### config.mk
export PLATFORM = sky130hd
export DESIGN_NAME = pci_cfg_target
export DESIGN_NICKNAME = d
export VERILOG_FILES = /design/src/rtl/pci_pkg.sv /design/src/rtl/pci_cfg_regs.sv /design/src/rtl/pci_cfg_target.sv
export SDC_FILE = /design/constraint.sdc
export NUM_CORES = 1
export LEC_CHECK = 0
export ABC_CLOCK_PERIOD_IN_PS = 5400
export CAP_MARGIN = 20
export CORE_MARGIN = 8
export CORE_UTILIZATION = 51
export DETAILED_ROUTE_END_ITERATION = 6
export PLACE_DENSITY_LB_ADDON = 0.25
export REMOVE_ABC_BUFFERS = 1
export SYNTH_ARGS = -nofsm -noshare
export SYNTH_HDL_FRONTEND = slang
export SYNTH_SLANG_ARGS = --single-unit
### constraint.sdc
create_clock -name clk -period 5.4 [get_ports clk]
set_input_delay 1.08 -clock clk [delete_from_list [all_inputs] [get_ports clk]]
set_output_delay 1.08 -clock clk [all_outputs]
set_load 0.02 [all_outputs]
### src/rtl/pci_pkg.sv
// Shared definitions for the PCI type-0 configuration target:
// bus command codes, target FSM states and config-space dword offsets.
package pci_pkg;

    localparam logic [3:0] PCI_CMD_CFG_READ  = 4'b1010;
    localparam logic [3:0] PCI_CMD_CFG_WRITE = 4'b1011;

    typedef enum logic [2:0] {
        ST_IDLE,
        ST_CLAIM,
        ST_DATA,
        ST_TURN,
        ST_BUSY
    } pci_state_e;

    // Dword offsets, i.e. AD[7:2] of the address phase
    localparam logic [5:0] CFG_OFF_ID    = 6'h00;
    localparam logic [5:0] CFG_OFF_CMD   = 6'h01;
    localparam logic [5:0] CFG_OFF_CLASS = 6'h02;
    localparam logic [5:0] CFG_OFF_HDR   = 6'h03;
    localparam logic [5:0] CFG_OFF_BAR0  = 6'h04;
    localparam logic [5:0] CFG_OFF_INT   = 6'h0F;

    function automatic logic [31:0] be_mask(input logic [3:0] be_n);
        return {{8{~be_n[3]}}, {8{~be_n[2]}}, {8{~be_n[1]}}, {8{~be_n[0]}}};
    endfunction

endpackage

### src/rtl/pci_cfg_regs.sv
// Type-0 header register file: identity constants, command bits,
// memory BARs and interrupt line, with byte-enable writes and read mux.
module pci_cfg_regs
    import pci_pkg::*;
#(
    parameter logic [15:0] VENDOR_ID     = 16'h5678,
    parameter logic [15:0] DEVICE_ID     = 16'h1234,
    parameter logic [7:0]  REVISION      = 8'h01,
    parameter logic [23:0] CLASS_CODE    = 24'hFF0000,
    parameter int          NUM_BARS      = 2,
    parameter int          BAR_SIZE_LOG2 = 12,
    parameter logic [7:0]  INT_PIN       = 8'h01
) (
    input  logic                     i_clk,
    input  logic                     i_rst_n,
    input  logic                     i_we,
    input  logic [5:0]               i_off,
    input  logic [31:0]              i_wdata,
    input  logic [3:0]               i_be_n,
    input  logic [5:0]               i_rd_off,
    output logic [31:0]              o_rdata,
    output logic [32*NUM_BARS-1:0]   o_bar_base,
    output logic                     o_io_en,
    output logic                     o_mem_en,
    output logic                     o_master_en
);

    localparam logic [31:0] BAR_MASK = ~((32'h1 << BAR_SIZE_LOG2) - 32'h1);

    logic [2:0]  r_cmd;
    logic [7:0]  r_intline;
    logic [31:0] r_bar [NUM_BARS];
    logic [31:0] w_bm;

    assign w_bm = be_mask(i_be_n);

    always_ff @(posedge i_clk or negedge i_rst_n) begin
        if (!i_rst_n) begin
            r_cmd     <= '0;
            r_intline <= '0;
            for (int n = 0; n < NUM_BARS; n++) r_bar[n] <= '0;
        end else if (i_we) begin
            if (i_off == CFG_OFF_CMD && !i_be_n[0]) r_cmd <= i_wdata[2:0];
            if (i_off == CFG_OFF_INT && !i_be_n[0]) r_intline <= i_wdata[7:0];
            for (int n = 0; n < NUM_BARS; n++) begin
                if (i_off == CFG_OFF_BAR0 + 6'(n))
                    r_bar[n] <= ((r_bar[n] & ~w_bm) | (i_wdata & w_bm)) & BAR_MASK;
            end
        end
    end

    always_comb begin
        o_rdata = '0;
        unique case (i_rd_off)
            CFG_OFF_ID:    o_rdata = {DEVICE_ID, VENDOR_ID};
            CFG_OFF_CMD:   o_rdata = {29'h0, r_cmd};
            CFG_OFF_CLASS: o_rdata = {CLASS_CODE, REVISION};
            CFG_OFF_HDR:   o_rdata = '0;
            CFG_OFF_INT:   o_rdata = {16'h0, INT_PIN, r_intline};
            default: begin
                for (int n = 0; n < NUM_BARS; n++) begin
                    if (i_rd_off == CFG_OFF_BAR0 + 6'(n)) o_rdata = r_bar[n];
                end
            end
        endcase
    end

    for (genvar g = 0; g < NUM_BARS; g++) begin : g_bar
        assign o_bar_base[32*g +: 32] = r_bar[g];
    end

    assign o_io_en     = r_cmd[0];
    assign o_mem_en    = r_cmd[1];
    assign o_master_en = r_cmd[2];

endmodule

### src/rtl/pci_cfg_target.sv
// PCI type-0 configuration target: fast-DEVSEL# claim FSM, registered
// read data and parity, bus output enables around pci_cfg_regs.
module pci_cfg_target
    import pci_pkg::*;
#(
    parameter logic [15:0] VENDOR_ID     = 16'h5678,
    parameter logic [15:0] DEVICE_ID     = 16'h1234,
    parameter logic [7:0]  REVISION      = 8'h01,
    parameter logic [23:0] CLASS_CODE    = 24'hFF0000,
    parameter int          NUM_BARS      = 2,
    parameter int          BAR_SIZE_LOG2 = 12,
    parameter logic [7:0]  INT_PIN       = 8'h01
) (
    input  logic                   clk,
    input  logic                   rst,
    input  logic [31:0]            ad_i,
    output logic [31:0]            ad_o,
    output logic                   ad_oe,
    input  logic [3:0]             cbe_i,
    output logic                   par_o,
    output logic                   par_oe,
    input  logic                   frame_i,
    input  logic                   irdy_i,
    input  logic                   idsel,
    output logic                   trdy_o,
    output logic                   stop_o,
    output logic                   devsel_o,
    output logic                   ctl_oe,
    output logic [32*NUM_BARS-1:0] bar_base,
    output logic                   io_en,
    output logic                   mem_en,
    output logic                   master_en
);

    pci_state_e  r_state;
    logic        r_frame_q;
    logic [5:0]  r_off;
    logic        r_wr;
    logic [31:0] r_rdata;
    logic        r_par;
    logic        r_par_oe;

    logic        w_addr;
    logic        w_cmd_ok;
    logic        w_claim;
    logic        w_we;
    logic [5:0]  w_rd_off;
    logic [31:0] w_reg_rdata;

    assign w_addr   = !frame_i && r_frame_q;
    assign w_cmd_ok = (cbe_i == PCI_CMD_CFG_READ) || (cbe_i == PCI_CMD_CFG_WRITE);
    assign w_claim  = (r_state == ST_IDLE) && w_addr && idsel && w_cmd_ok
                      && (ad_i[1:0] == 2'b00) && (ad_i[10:8] == 3'b000);
    assign w_we     = (r_state == ST_DATA) && !irdy_i && r_wr;
    // Look up with the live address so read data is ready in CLAIM
    assign w_rd_off = w_claim ? ad_i[7:2] : r_off;

    pci_cfg_regs #(
        .VENDOR_ID     (VENDOR_ID),
        .DEVICE_ID     (DEVICE_ID),
        .REVISION      (REVISION),
        .CLASS_CODE    (CLASS_CODE),
        .NUM_BARS      (NUM_BARS),
        .BAR_SIZE_LOG2 (BAR_SIZE_LOG2),
        .INT_PIN       (INT_PIN)
    ) u_regs (
        .i_clk       (clk),
        .i_rst_n     (rst),
        .i_we        (w_we),
        .i_off       (r_off),
        .i_wdata     (ad_i),
        .i_be_n      (cbe_i),
        .i_rd_off    (w_rd_off),
        .o_rdata     (w_reg_rdata),
        .o_bar_base  (bar_base),
        .o_io_en     (io_en),
        .o_mem_en    (mem_en),
        .o_master_en (master_en)
    );

    always_ff @(posedge clk or negedge rst) begin
        if (!rst) begin
            r_state   <= ST_IDLE;
            r_frame_q <= 1'b1;
            r_off     <= '0;
            r_wr      <= 1'b0;
            r_rdata   <= '0;
            r_par     <= 1'b0;
            r_par_oe  <= 1'b0;
        end else begin
            r_frame_q <= frame_i;
            r_par     <= ^{ad_o, cbe_i};
            r_par_oe  <= ad_oe;
            if (w_claim) begin
                r_off   <= ad_i[7:2];
                r_wr    <= cbe_i[0];
                r_rdata <= w_reg_rdata;
            end
            unique case (r_state)
                ST_IDLE: begin
                    if (w_claim)     r_state <= ST_CLAIM;
                    else if (w_addr) r_state <= ST_BUSY;
                end
                ST_CLAIM: r_state <= ST_DATA;
                ST_DATA:  if (!irdy_i) r_state <= ST_TURN;
                ST_TURN:  r_state <= frame_i ? ST_IDLE : ST_BUSY;
                ST_BUSY:  if (frame_i && irdy_i) r_state <= ST_IDLE;
                default:  r_state <= ST_IDLE;
            endcase
        end
    end

    always_comb begin
        devsel_o = 1'b1;
        trdy_o   = 1'b1;
        stop_o   = 1'b1;
        ctl_oe   = 1'b0;
        ad_oe    = 1'b0;
        unique case (r_state)
            ST_CLAIM: begin
                devsel_o = 1'b0;
                ctl_oe   = 1'b1;
                ad_oe    = !r_wr;
            end
            ST_DATA: begin
                devsel_o = 1'b0;
                trdy_o   = 1'b0;
                stop_o   = frame_i;
                ctl_oe   = 1'b1;
                ad_oe    = !r_wr;
            end
            ST_TURN: ctl_oe = 1'b1;
            default: ctl_oe = 1'b0;
        endcase
    end

    assign ad_o   = r_rdata;
    assign par_o  = r_par;
    assign par_oe = r_par_oe;

endmodule
-- Word-level counts from Yosys, hierarchy flattened
Cells that the tools add are included.
- register bits after elaboration: 96
- latch bits: 0
- memory bits (writable): 0
- memory bits (read-only): 0
- input bits: 41
- logic and storage cells: 83
- memories: 0
- add/sub/neg operators: 0
- multiply operators: 0
- divide/modulo/power cells: 0
- magnitude comparators: 0
- eq/ne operators: 19
- shift-type cells: 0
- multiplexer cells: 15
- bitwise operators: 10
- reductions and logical operators: 28
- operators by type and width (operator ; number):
    $pmux 32 s5 ; 1
    $and 32x32->32 ; 3
    $mux 32 ; 2
    $or 32x32->32 ; 2
    $reduce_xor 36->1 ; 1
    $not 32->32 ; 1
    $eq 6x3->1 const B ; 4
    $mux 3 ; 5
    $pmux 3 s5 ; 1
    $eq 6x1->1 const B ; 2
    $eq 6x2->1 const B ; 2
    $eq 6x4->1 const B ; 2
    $logic_and 1x1->1 ; 11
    $eq 4x4->1 const B ; 2
    $reduce_and 2->1 ; 4
    $eq 3x2->1 const B ; 2
    $logic_not 3->1 ; 2
    $logic_not 6->1 ; 1
    $mux 6 ; 1
    $mux 1 ; 5
    $logic_not 1->1 ; 4
    $ne 2x2->1 const B ; 2
    $not 1->1 ; 4
    $eq 3x1->1 const B ; 1
    7 further kinds ; 7

-- Logic depth before layout (Yosys ltp)
- depth in word-level cells: 12
- depth in mapped cells: 6
- gate-level depth less buffers: 6

-- Hierarchy
Synthesis repeated with hierarchy kept, for this count alone.
- cells, all modules: 370
- area total of the unflattened synthesis: 4742.0 um^2
- by module, submodules not included (module ; instances ; cells an instance ; area each (um^2)):
    pci_cfg_regs ; 1 ; 225 ; 2662.6
    pci_cfg_target ; 1 ; 145 ; 2079.5

-- Least setup slack after synthesis
Ideal clock, no wire load.
- kind: in2reg
- from: in ad_i[1]
- to: reg r_off[4]
- setup time: 0.125 ns
- arrival: 2.345 ns
- slack: 2.930 ns
- stages on the path: 4
- cell sequence: or3_1 nor4_4 buf_2 mux2_2
- word-level cells in the longest chain between the ends: 4
- ends and longest elaborated chain (element ; line ; RTL):
    start, declared ; pci_cfg_target.sv:16 ; input logic [31:0] ad_i,
    $logic_not 2->1 ; pci_cfg_target.sv:53 ; && (ad_i[1:0] == 2'b00) && (ad_i[10:8] == 3'b000);
    $logic_and 1x1->1 (2 in series) ; pci_cfg_target.sv:53 ;
    $mux 6 ; -- ;
    named net u_regs.i_rd_off[4] ; pci_cfg_regs.sv:20 ; input logic [5:0] i_rd_off,
    end signal, assigned ; pci_cfg_target.sv:95 ; r_off <= ad_i[7:2];
    end, declared ; pci_cfg_target.sv:37 ; logic [5:0] r_off;
The timed path passes the listed nets, and every way through them passes these cells.
A chain may end at the register's enable or synchronous reset.

-- Final worst setup path
- from: in frame_i
- to: out stop_o
- word-level cells in the longest chain between the ends: 1
- ends and longest elaborated chain (element ; line ; RTL):
    start, declared ; pci_cfg_target.sv:22 ; input logic frame_i,
    $mux 1 ; pci_cfg_target.sv:119 ; unique case (r_state)
    end, declared ; pci_cfg_target.sv:26 ; output logic stop_o,
No other way between the ends.

==> flow_summary.toml <==
[detailed_routing]
dr_wl_met3_um = 963
ant_nets = 0
met1_length_mm = 4.41
vias = 3121
drc = 0
dr.max_layer_used = "met4"
wl_met2_mm = 5.50
detail_route.wl_per_cell_um = 18.6
finalWirelength_mm = 11.0
vias_per_cell = 5.25
firstDrtPassIters = 4
drtIter0Drc = 55

[yosys]
synth_compound_gate_area_share_pct = 2.83
synth_edf_count = 0
synth_fa_ha_area_share_pct = 0.800
ys_warn_count = 0
ys_seq_area_share_pct = 50.1
postSynthCellCount = 357
synth_flop_cell = "dfrtp_1"
synthXorXnorAreaFrac_pct = 6.21
syn_area_per_cell_um2 = 13.1
syn-cell-area_um2 = 4690
async_flop_share_pct = 100
synth_mux_area_share_pct = 25.5
ys_ff_latch = 94
synth_top_family_by_area = "multiplexers"
ys_types = 40
synth-simple-area-share_pct = 8.48

[sta]
worst_pin_slew_ns = 1.04
final-max-slew-violation-count = 0
max_clock_freq_ghz = 0.295
final.min_clock_period_ns = 3.39
setup_viol = 0
hold_viol = 0
rsz0062_at_grt = "false"
final.setup.tns_ns = 0
relSlewSlack_pct = 30.2
min_period_over_period_pct = 62.8
skew_ns = 0.00804

[cells_and_area]
stdcell_count = 594
final_cell_mix = "118 x clkdlybuf4s50_1, 93 x dfrtp_1, 80 x mux2_2"
layout_commonest_cell = "clkdlybuf4s50_1"
num_antenna_cells = 0
final_net_count = 522
drive_gt1_share_pct = 23.2
area_growth_pct = 30.5

[setup_path]
path_cells = "clkdlybuf4s50_1 > nand2b_1 > clkdlybuf4s50_1"
rrSetupSlack_ns = 3.25
cp.required_ns = 4.32
cp_slowest_stage_delay_ns = 0.60
path_class = "primary input to output pin"
cp_max_fo = 4
endpoint_kind = "output pin"
crit_top_cell = "clkdlybuf4s50_1"
slowest_stage = "clkdlybuf4s50_1"
r2r_cells = 4
startpoint_type = "primary input"
arrival_ns = 2.31
rr_startpoint = "r_state[2]"

[power]
leakage_nw = 2.82
comb_power_share_pct = 8.6
clock_power_share_pct = 38.9
p_sw_share_pct = 23.4
power_density_nw_per_um2 = 223
peakVddDrop_mv = 0.135
internal-power_mw = 1.05
switching_power_mw = 0.320
seqPwrFrac_pct = 52.5

[floorplanning]
die_area_um2 = 12500
core-area_um2 = 9060
boundaryPins = 147
die_width_um = 112
start_util_pct = 51.8
num_rows = 35
die_y_um = 112

[worst_hold_path]
min_path_cells = 1
hp-start = "r_wr"
whs_endpoint = "par_oe"
holdCritPathClass = "flop to flop"

[clock_tree]
cts-resized-gates = 0
clkTransAtPathRegs_ns = 0.09
numCtsBuffers = 9
cts.sinks = 94
clk_latency_ns = 0.35
htree_levels = 3
cts_tree = "done"
root_buffer = "clkbuf_8"
hold_buffers = 0
cts_setup_buffers = 0
clockBufferDepth = 2

[placed_design]
dp_cells = 578
io_buffer_count = 120
hpwl_mm = 8.09
place_congestion = 0.791

[global_routing]
grt_pass1_vias = 3423
grt_first_pass_wirelength_mm = 18.0
grtUsageTotal_pct = 17.9
grt_max_degree = 70
overflow = 0
antenna_found_initial = 0

[status]
status = "completed"

[run]
cap_violations = 0
==> power groups by stage <==
stage / logic (mW) / clock network [mW] / registers [mW]
finish: 0.117 / 0.532 / 0.716
global route: 0.128 / 0.570 / 0.717
CTS: 0.118 / 0.543 / 0.716
detailed placement: 0.118 / 0 / 0.730
global placement: 0.116 / 0 / 0.730
floorplan: 0.0463 / 0 / 0.732
==> synthesized netlist by cell type, types with 2 or more instances <==
cell | count | share of area, %
mux2_2 | 80 | 19
nand3_1 | 5 | 0.53
nand2_1 | 4 | 0.32
a21oi_1 | 4 | 0.43
buf_2 | 3 | 0.32
nor4_4 | 5 | 2.3
mux2_1 | 4 | 0.96
xor2_1 | 3 | 0.56
nor3_1 | 4 | 0.43
buf_4 | 27 | 4.3
inv_1 | 10 | 0.80
nor4_2 | 2 | 0.53
or3_1 | 3 | 0.40
xnor3_1 | 4 | 1.9
mux2i_1 | 25 | 5.3
a22o_1 | 2 | 0.37
xnor2_1 | 20 | 3.7
ha_1 | 3 | 0.80
clkbuf_1 | 5 | 0.40
dfrtp_1 | 93 | 50
buf_1 | 2 | 0.16
or4_1 | 2 | 0.32
nor2_1 | 16 | 1.3
nand2b_1 | 2 | 0.27
o22ai_1 | 2 | 0.27
o21ai_0 | 12 | 1.3
nand4_1 | 2 | 0.27
==> cell type report <==
type	instances	area, µm²
clock buffer	11	151
clock inverter	5	81.3
fill	681	2940
sequential	94	2350
multi-input combinational	240	2150
timing repair buffer	123	1220
inverter	10	37.5
tap	111	139
==> worst max path at each step <==
stage	start	endpoint	slack, ns	cells after the start
2_1_floorplan	ad_i[1]	r_off[0]	2.25	3
3_3_place_gp	frame_i	stop_o	2.00	3
3_5_place_dp	frame_i	stop_o	2.01	3
4_1_cts	frame_i	stop_o	2.00	3
5_1_grt	frame_i	stop_o	1.97	3
6_report	frame_i	stop_o	2.01	3
==> cell families after synthesis <==
kind of cell | count (synthesis)
mux | 109
flops | 94
simple gates | 53
buf+inv | 47
xor+xnor | 27
compound gates | 23
fa+ha+maj | 3
other cells | 1
==> worst max-delay path: cells and delay by family <==
kind	cells	cell delay (ns)
AND/OR/NAND/NOR	1	0.12
buffers and inverters	2	1.11
==> layer usage <==
layer  up-vias  global-route usage [%]
met3        13                    7.31
met2        89                    29.7
met1      1571                    20.4
li1       1448                       -
met5         -                       0
met4         0                    6.12
==> stage by stage <==
stage | utilization (%) | total power, mW | hold WS (ns) | worst slack, ns | area [µm²]
floorplan | - | 0.779 | 0.465 | 2.25 | 4540
detailed placement | 65.0 | 0.847 | 0.484 | 2.01 | 5900
global placement | 65.0 | 0.845 | 0.470 | 2.00 | 5900
CTS | 67.6 | 1.38 | 0.486 | 2.00 | 6130
finish | 67.6 | 1.37 | 0.482 | 2.01 | 6130
global route | 67.6 | 1.42 | 0.511 | 1.97 | 6130
Note: power is estimated with default switching activity, not from simulation.
